[src/rtl/systolic_seq_ctrl_pkg.sv]
// Shared constants, state encoding and helpers for the systolic array sequencer.
package systolic_seq_ctrl_pkg;

  // Array geometry.
  localparam int MAX_DIM   = 4;
  localparam int IDX_WIDTH = (MAX_DIM > 1) ? $clog2(MAX_DIM) : 1;
  localparam int DIM_WIDTH = $clog2(MAX_DIM + 1);

  // Phase counter must hold the last FEED step, 3*MAX_DIM-3.
  localparam int T_WIDTH = (3 * MAX_DIM - 2 > 1) ? $clog2(3 * MAX_DIM - 2) : 1;

  // Fixed phase lengths in cycles.
  localparam int CLEAR_CYCLES = 1;
  localparam int BIAS_CYCLES  = 1;
  localparam int DRAIN_CYCLES = 2;

  typedef enum logic [2:0] {
    ST_IDLE,
    ST_CLEAR,
    ST_BIAS,
    ST_FEED,
    ST_DRAIN,
    ST_DONE
  } state_e;

  // Overflow bits of PEs outside the active N x N corner are ignored.
  function automatic logic [MAX_DIM*MAX_DIM-1:0] active_pe_mask(input logic [DIM_WIDTH-1:0] n);
    logic [MAX_DIM*MAX_DIM-1:0] m;
    m = '0;
    for (int i = 0; i < MAX_DIM; i++) begin
      for (int j = 0; j < MAX_DIM; j++) begin
        m[i*MAX_DIM+j] = (i < int'(n)) && (j < int'(n));
      end
    end
    return m;
  endfunction

endpackage

[src/rtl/systolic_seq_ctrl_skew.sv]
// Skewed operand index generator: lane g sees k = t - g while 0 <= k < N.
module skew_index_gen
  import systolic_seq_ctrl_pkg::*;
(
  input  logic                         en_i,
  input  logic [T_WIDTH-1:0]           t_i,
  input  logic [DIM_WIDTH-1:0]         n_i,
  output logic [MAX_DIM-1:0]           valid_o,
  output logic [MAX_DIM*IDX_WIDTH-1:0] idx_o
);

  genvar gi;
  generate
    for (gi = 0; gi < MAX_DIM; gi++) begin : g_lane
      int   k;
      logic in_range;
      assign k        = int'(t_i) - gi;
      // Lanes at or beyond N never carry data; idx is forced to 0 when idle.
      assign in_range = en_i && (gi < int'(n_i)) && (k >= 0) && (k < int'(n_i));
      assign valid_o[gi] = in_range;
      assign idx_o[gi*IDX_WIDTH +: IDX_WIDTH] = in_range ? IDX_WIDTH'(k) : '0;
    end
  endgenerate

endmodule

[src/rtl/systolic_seq_ctrl.sv]
// Sequencer for the N x N systolic array: clear, optional bias load, skewed
// operand streaming, drain, and a one-cycle completion strobe.
module systolic_seq_ctrl
  import systolic_seq_ctrl_pkg::*;
(
  input  logic                         clk,
  input  logic                         reset,
  input  logic                         start,
  input  logic [DIM_WIDTH-1:0]         dim,
  input  logic                         bias_en,
  input  logic [MAX_DIM*MAX_DIM-1:0]   pe_overflow,
  output logic                         pe_done,
  output logic                         pe_mode,
  output logic [MAX_DIM-1:0]           a_valid,
  output logic [MAX_DIM*IDX_WIDTH-1:0] a_idx,
  output logic [MAX_DIM-1:0]           b_valid,
  output logic [MAX_DIM*IDX_WIDTH-1:0] b_idx,
  output logic                         busy,
  output logic                         done,
  output logic                         ovf,
  output logic                         cfg_err
);

  state_e                 state_q, state_d;
  logic [T_WIDTH-1:0]     cnt_q, cnt_d;
  logic [DIM_WIDTH-1:0]   n_q, n_d;
  logic                   bias_q, bias_d;
  logic                   ovf_q, ovf_d;
  logic                   cfg_err_q, cfg_err_d;
  logic                   dim_ok;
  logic [T_WIDTH-1:0]     feed_last;
  logic                   feed_d;

  // Every output is registered from the next-state view, so each output
  // reflects the state the sequencer occupies in that same cycle.
  logic                         pe_done_q, pe_mode_q, busy_q, done_q;
  logic [MAX_DIM-1:0]           a_valid_d, b_valid_d, a_valid_q, b_valid_q;
  logic [MAX_DIM*IDX_WIDTH-1:0] a_idx_d, b_idx_d, a_idx_q, b_idx_q;

  assign dim_ok    = (dim != '0) && (dim <= DIM_WIDTH'(MAX_DIM));
  assign feed_last = T_WIDTH'(3 * int'(n_q) - 3);
  assign feed_d    = (state_d == ST_FEED);

  // Next-state, phase counter, latched command and sticky overflow.
  always_comb begin
    state_d   = state_q;
    cnt_d     = cnt_q;
    n_d       = n_q;
    bias_d    = bias_q;
    ovf_d     = ovf_q;
    cfg_err_d = 1'b0;
    if (state_q inside {ST_FEED, ST_DRAIN, ST_DONE}) begin
      ovf_d = ovf_q | (|(pe_overflow & active_pe_mask(n_q)));
    end
    case (state_q)
      ST_IDLE: begin
        if (start) begin
          if (dim_ok) begin
            state_d = ST_CLEAR;
            cnt_d   = '0;
            n_d     = dim;
            bias_d  = bias_en;
            ovf_d   = 1'b0;
          end else begin
            cfg_err_d = 1'b1;
          end
        end
      end
      ST_CLEAR: begin
        if (cnt_q == T_WIDTH'(CLEAR_CYCLES - 1)) begin
          cnt_d   = '0;
          state_d = bias_q ? ST_BIAS : ST_FEED;
        end else begin
          cnt_d = cnt_q + 1'b1;
        end
      end
      ST_BIAS: begin
        if (cnt_q == T_WIDTH'(BIAS_CYCLES - 1)) begin
          cnt_d   = '0;
          state_d = ST_FEED;
        end else begin
          cnt_d = cnt_q + 1'b1;
        end
      end
      ST_FEED: begin
        if (cnt_q == feed_last) begin
          cnt_d   = '0;
          state_d = ST_DRAIN;
        end else begin
          cnt_d = cnt_q + 1'b1;
        end
      end
      ST_DRAIN: begin
        if (cnt_q == T_WIDTH'(DRAIN_CYCLES - 1)) begin
          cnt_d   = '0;
          state_d = ST_DONE;
        end else begin
          cnt_d = cnt_q + 1'b1;
        end
      end
      ST_DONE: begin
        cnt_d   = '0;
        state_d = ST_IDLE;
      end
      default: begin
        cnt_d   = '0;
        state_d = ST_IDLE;
      end
    endcase
  end

  skew_index_gen u_row_skew (
    .en_i    (feed_d),
    .t_i     (cnt_d),
    .n_i     (n_d),
    .valid_o (a_valid_d),
    .idx_o   (a_idx_d)
  );

  skew_index_gen u_col_skew (
    .en_i    (feed_d),
    .t_i     (cnt_d),
    .n_i     (n_d),
    .valid_o (b_valid_d),
    .idx_o   (b_idx_d)
  );

  // State and output registers; reset forces IDLE with every output low.
  always_ff @(posedge clk) begin
    if (reset) begin
      state_q   <= ST_IDLE;
      cnt_q     <= '0;
      n_q       <= '0;
      bias_q    <= 1'b0;
      ovf_q     <= 1'b0;
      cfg_err_q <= 1'b0;
      pe_done_q <= 1'b0;
      pe_mode_q <= 1'b0;
      busy_q    <= 1'b0;
      done_q    <= 1'b0;
      a_valid_q <= '0;
      a_idx_q   <= '0;
      b_valid_q <= '0;
      b_idx_q   <= '0;
    end else begin
      state_q   <= state_d;
      cnt_q     <= cnt_d;
      n_q       <= n_d;
      bias_q    <= bias_d;
      ovf_q     <= ovf_d;
      cfg_err_q <= cfg_err_d;
      pe_done_q <= (state_d == ST_CLEAR);
      pe_mode_q <= bias_d && (state_d inside {ST_BIAS, ST_FEED, ST_DRAIN, ST_DONE});
      busy_q    <= (state_d != ST_IDLE);
      done_q    <= (state_d == ST_DONE);
      a_valid_q <= a_valid_d;
      a_idx_q   <= a_idx_d;
      b_valid_q <= b_valid_d;
      b_idx_q   <= b_idx_d;
    end
  end

  assign pe_done = pe_done_q;
  assign pe_mode = pe_mode_q;
  assign a_valid = a_valid_q;
  assign a_idx   = a_idx_q;
  assign b_valid = b_valid_q;
  assign b_idx   = b_idx_q;
  assign busy    = busy_q;
  assign done    = done_q;
  assign ovf     = ovf_q;
  assign cfg_err = cfg_err_q;

endmodule

[config.mk]
export PLATFORM = sky130hd
export DESIGN_NAME = systolic_seq_ctrl
export DESIGN_NICKNAME = d
export VERILOG_FILES = /design/src/rtl/systolic_seq_ctrl_pkg.sv /design/src/rtl/systolic_seq_ctrl_skew.sv /design/src/rtl/systolic_seq_ctrl.sv
export SDC_FILE = /design/constraint.sdc
export NUM_CORES = 1
export LEC_CHECK = 0
export ABC_AREA = 1
export CORE_MARGIN = 2
export CORE_UTILIZATION = 40
export CTS_CLUSTER_DIAMETER = 100
export DETAILED_ROUTE_END_ITERATION = 12
export PLACE_DENSITY = 0.68
export SKIP_LAST_GASP = 1
export SYNTH_ARGS = -nofsm -noshare
export SYNTH_HDL_FRONTEND = slang
export SYNTH_SLANG_ARGS = --single-unit
[constraint.sdc]
create_clock -name clk -period 3.5 [get_ports clk]
set_input_delay 0.525 -clock clk [delete_from_list [all_inputs] [get_ports clk]]
set_output_delay 0.525 -clock clk [all_outputs]
set_load 0.01 [all_outputs]
======== After elaboration in Yosys (flattened, before gate mapping) ========
Cells that the tools add are included.
word-level totals
  register bits ........................... 29
  input bits .............................. 23
  output and inout port bits .............. 30
  logic and storage cells ................. 116
cells by class
  add/sub/neg operators ................... 5
  $mul .................................... 1
  magnitude comparators ................... 17
  eq/ne operators ......................... 12
  muxes and demuxes ....................... 25
  bitwise gates (word level) .............. 8
  reduce and logical (&&, ||, !) cells .... 33
operators with widths
  cell                   count
  $ge A32 B1 Y1 const B  3
  $lt A32 B4 Y1          3
  $mux W3                9
  $logic_and A1 B1 Y1    20
  $mux W4                5
  $and A16 B16 Y16       1
  $pmux W4 S4            1
  $reduce_or A16 Y1      1
  $pmux W3 S5            1
  $eq A3 B2 Y1 const B   4
  $eq A3 B3 Y1 const B   4
  $lt A1 B3 Y1 const A   4
  $lt A2 B3 Y1 const A   4
  $reduce_or A2 Y1       5
  $sub A4 B2 Y5 const B  2
  $mux W1                9
  $reduce_bool A3 Y1     3
  $eq A3 B1 Y1 const B   2
  $not A1 Y1             6
  $sub A4 B1 Y5 const B  1
  $add A4 B1 Y4 const B  1
  $eq A4 B1 Y1 const B   1
  $eq A4 B4 Y1           1
  $ge A4 B1 Y1 const B   1
  9 further kinds        9

======== Depth between registers and ports, before layout ========
  word-level depth ........................ 11
  gate-level depth with buffers ........... 20
  mapped depth without buffers ............ 20

======== Modules after synthesis ========
Synthesis repeated with hierarchy kept, for this count alone.
second synthesis, totals
  cells, all modules ...................... 433
  area, all modules ....................... 2921.6 um^2
by module, submodules not included
  module             times used  cells an instance  area each (um^2)  sequential area each (um^2)
  systolic_seq_ctrl  1           245                1805.5            820.8
  skew_index_gen     2           94                 558.0             0.0

======== Worst setup path after synthesis ========
Ideal clock, no wire load.
  path kind ............................... flip-flop to flip-flop
  start ................................... register n_q[2]
  end ..................................... register b_idx_q[6], in the netlist b_idx[6]
  setup time .............................. 0.078 ns
  arrival ................................. 2.748 ns
  data required time ...................... 3.422 ns
  slack ................................... 0.675 ns
  cell stages (with the launch flop) ...... 18
  path buffers ............................ 0
  period minus slack after synthesis ...... 2.825 ns
  cell sequence ........................... dfxtp_1 > inv_1 > fa_1 > inv_1 > nand2_1 > nand3_2 > nor2_2 > nand2_2 > nand2_4 > nand2_4 > a21oi_2 > inv_1 > ha_1 > xor2_1 > ha_1 > nand2_1 > nand3_1 > nor3_1
on the way
  word-level cells in the longest chain between the ends .. 11
  elaborated cells between the ends (all ways) .. 20
  classes of those cells .................. add/sub: 2; mul: 1; order compare: 3; eq/ne: 2; mux: 7; bitwise: 1; reduce/logical: 4
RTL lines
  what                          RTL line                      source
  start: declaration            systolic_seq_ctrl.sv:26       logic [DIM_WIDTH-1:0] n_q, n_d;
  start signal: assignment      systolic_seq_ctrl.sv:148      n_q <= n_d;
  $mul A2 B3 Y4 *               systolic_seq_ctrl.sv:41       assign feed_last = T_WIDTH'(3 * int'(n_q) - 3);
  $sub A4 B2 Y4 *               systolic_seq_ctrl.sv:41
  $eq A4 B4 Y1 *                systolic_seq_ctrl.sv:86       if (cnt_q == feed_last) begin
  $mux W4 *                     systolic_seq_ctrl.sv:86
  $pmux W4 S4 *                 systolic_seq_ctrl.sv:55       case (state_q)
  via cnt_d[1]                  systolic_seq_ctrl.sv:25       logic [T_WIDTH-1:0] cnt_q, cnt_d;
  $sub A4 B2 Y5 *               systolic_seq_ctrl_skew.sv:17  assign k = int'(t_i) - gi;
  $ge A32 B1 Y1                 systolic_seq_ctrl_skew.sv:19  assign in_range = en_i && (gi < int'(n_i)) && (k >= 0) && (k < int'(n_i));
  $logic_and A1 B1 Y1           systolic_seq_ctrl_skew.sv:19
  $logic_and A1 B1 Y1 *         systolic_seq_ctrl_skew.sv:19
  $not A1 Y1 (no line) *        --
  $reduce_or A2 Y1 (no line) *  --
  end signal: assignment        systolic_seq_ctrl.sv:159      b_idx_q <= b_idx_d;
  end: declaration              systolic_seq_ctrl.sv:38       logic [MAX_DIM*IDX_WIDTH-1:0] a_idx_d, b_idx_d, a_idx_q, b_idx_q;
Mark *: on every way through the listed nets, which the timed path passes. The rest lies on a longest branch.
A chain may end at the register's enable or synchronous reset.

======== Worst setup path in the final report ========
Same ends and word-level chain as after synthesis.

==> results.md <==
* R2r worst-path depth at 17
* DRT Pass-1 Iters at 6
* Vias per inst at 4.63
* Data required, critical path at 3.70 ns
* Flop pwr share at 30.4%
* Clock period minus worst slack at 3.22 ns
* Final setup margin at 0.283 ns
* Synth Warn # at 0
* Hold Buf Count CTS at 0
* Grt total ovfl at 0
* Worst setup SP type: flip-flop
* CTS buffer count at 5
* Most frequent cell after synthesis: nand2_1
* Root buffer cell: clkbuf_8
* Dpl hpwl at 3580 um
* Vias at 1806
* # DRC at 0
* Vias in the first global route at 1760
* Slew headroom at 69.7%
* Routability-driven placement congestion ratio at 0.906
* TritonCTS clock tree: built
* Worst vdd ir at 442 uV
* Diode count at 0
* Clock share of power at 27.2%
* Crit end category: flip-flop
* Fin. max-slew vios at 0
* Pwr Total at 1.30 mW
* Post-Synthesis Cells at 275
* Setup Viol. Count Final at 0
* Synthesized Nets at 318
* CTS sink count at 29
* Die area at 0.00554 mm2
* Largest net degree at the start of global routing at 16
* Iteration-0 DRC count of the detailed router at 57
* Area grow syn2layout at 32.0%
* Setup TNS Final at 0 ns
* Drt wl/cell at 11.1 um
* Main synth FF type: dfxtp_1
* Layout Skew at 0.00439 ns
* Power per cell area at 495 mW/mm2
* Layout cells sized above 1 at 13.6%
* Leak Pwr at 1.22 nW
* Reg clk slew, reported paths at 0.06 ns
* Least-Margin Pin Slew at 0.451 ns
* Pre-CTS WS at 0.340 ns
* All-Layer GR Usage at 17.7%
* Die Y at 74.4 um
* Comb pwr share at 42.4%
* Status: finished, final reports clean
* Worst Hold Class: reg -> reg
* Yosys top cell area share at 29.3%
* Area leader, netlist: dfxtp_1
* Routed Antenna Nets at 0
* Routed WL at 4350 um
* Fillers at 472
* Crit path arrival time at 3.42 ns
* Synth async-reset ratio at 0%
* Yosys reg bits at 29
* Nets@finish at 365
* Post-synthesis sequential area ratio at 29.3%
* WHS Path Cells at 2
* Final Hold Vio Count at 0
* Number of max-cap violations at 0
* Post-synth EDFFs at 0
* RSZ-0062 raised after global routing: false
* First-pass GRT wire length at 7540 um
* Port Buffer Count at 52
* Critical path peak fanout at 7
* Post_cts resized at 0
* Critical path class: reg -> reg
* H-tree depth at 2
* Synth Area per Inst at 7.22 um2
* Fmax at 311 MHz
* Net Sw Frac at 37.5%
* Starting Density at 41.7%
* Ports at 53
* Internal Pwr Total at 0.811 mW
* Tcrit/Tclk final at 91.9%
* Net switching power at 0.486 mW
* Synth unique cells at 32
* Worst-skew pair later-pin latency at 0.28 ns
* Die W at 74.4 um
* Placement row count at 25
* CTS Buffer Depth at 2
* Top post-synthesis cells by count: nand2_1, inv_1, dfxtp_1
* Final Util at 55.1%
* Initial antenna violation count at 0
* Core area at 0.00475 mm2
* Mapped cell area at 0.00198 mm2
* Top cells by area, synth: dfxtp_1, ha_1, nand2_1
* Post-CTS Repair Setup Buffers at 0
## power groups by stage
stage,Combinational (mW),Sequential (mW),Clock [mW]
finish,0.551,0.394,0.352
floorplan,0.397,0.403,0
detailed placement,0.546,0.400,0
global route,0.627,0.400,0.379
global placement,0.546,0.401,0
CTS,0.550,0.394,0.361
## routing by layer
layer  vias to the layer above  wire length (um)  global-route usage, %
met4                         0                82                   7.74
li1                        949                 -                      -
met5                         -                 0                      0
met3                         9               154                   3.93
met1                       817              2030                   22.9
met2                        31              2080                   28.2
## metrics by stage
step | instances | area [um2] | hold slack [ns]
floorplan | 275 | 1980 | 0.520
global placement | 382 | 2500 | 0.510
detailed placement | 382 | 2500 | 0.510
CTS | 390 | 2620 | 0.523
global route | 390 | 2620 | 0.572
finish | 390 | 2620 | 0.518
## flip-flops by register name (all words and copies together), names as in the netlist
name	flops
b_valid	4
done	1
pe_done	1
b_idx	8
state_q	3
cfg_err	1
bias_q	1
pe_mode	1
busy	1
n_q	3
cnt_q	4
ovf	1
## cells in the final DEF, fill, tap and decap left out
master and n:
bufinv_16 1, nor2_2 6, nand2_2 9, nor2_1 24, nor3_2 1, xnor2_1 3, a21oi_4 2, and3_1 1
nand2_1 57, nand3_2 3, nand3b_1 1, o21a_1 1, nand2_4 3, nand3_1 21, ha_1 19, nor3_1 12
a31oi_1 1, a22oi_1 1, xor2_1 2, o21ai_0 6, clkdlybuf4s50_1 52, nand4_1 2, a21oi_1 5, dfxtp_1 29
nor2_8 1, o21ai_1 1, clkbuf_1 1, clkbuf_8 6, a21oi_2 2, o21ai_2 2, inv_2 7, inv_1 38
fa_1 1, buf_4 1, o21bai_1 1
## layout make-up
cell class                      count  area, um2  share of cell area, %
Clock buffer                        7       86.3                   3.30
Clock inverter                      1       30.0                   1.15
Inverter                           45        169                   6.45
Multi-Input combinational cell    188       1140                   43.6
Sequential cell                    29        581                   22.2
Tap cell                           67       83.8                   3.20
Timing Repair Buffer               53        528                   20.2
## critical path: stages (launching register included)
cell and delay [ns]:
dfxtp_1 0.42, inv_1 0.12, fa_1 0.53, inv_1 0.05
nand2_1 0.06, nand3_2 0.06, nor2_2 0.12, nand2_2 0.09
nand2_4 0.10, nand2_4 0.07, a21oi_2 0.34, inv_1 0.20
ha_1 0.25, xor2_1 0.16, ha_1 0.27, nand2_1 0.06
nand3_1 0.10, nor3_1 0.14
## path summary, 6_finish.rpt
| check | start | to | slack [ns] |
|---|---|---|---|
| setup / recovery | n_q[2] | b_idx[6] | 0.28 |
| hold / removal | ovf | ovf | 0.52 |
| setup reg to reg | n_q[2] | b_idx[6] | 0.28 |
| hold reg to reg | ovf | ovf | 0.52 |
## cell families after synthesis
| group | synth area share [%] |
|---|---|
| AOI/OAI and AO/OA | 7.88 |
| xor gates and xnor gates | 2.21 |
| adders and majority gates | 13.0 |
| buffers and inverters | 13.2 |
| DFF | 29.3 |
| and+or+nand+nor | 34.4 |
Note: power is estimated with default switching activity, not from simulation.
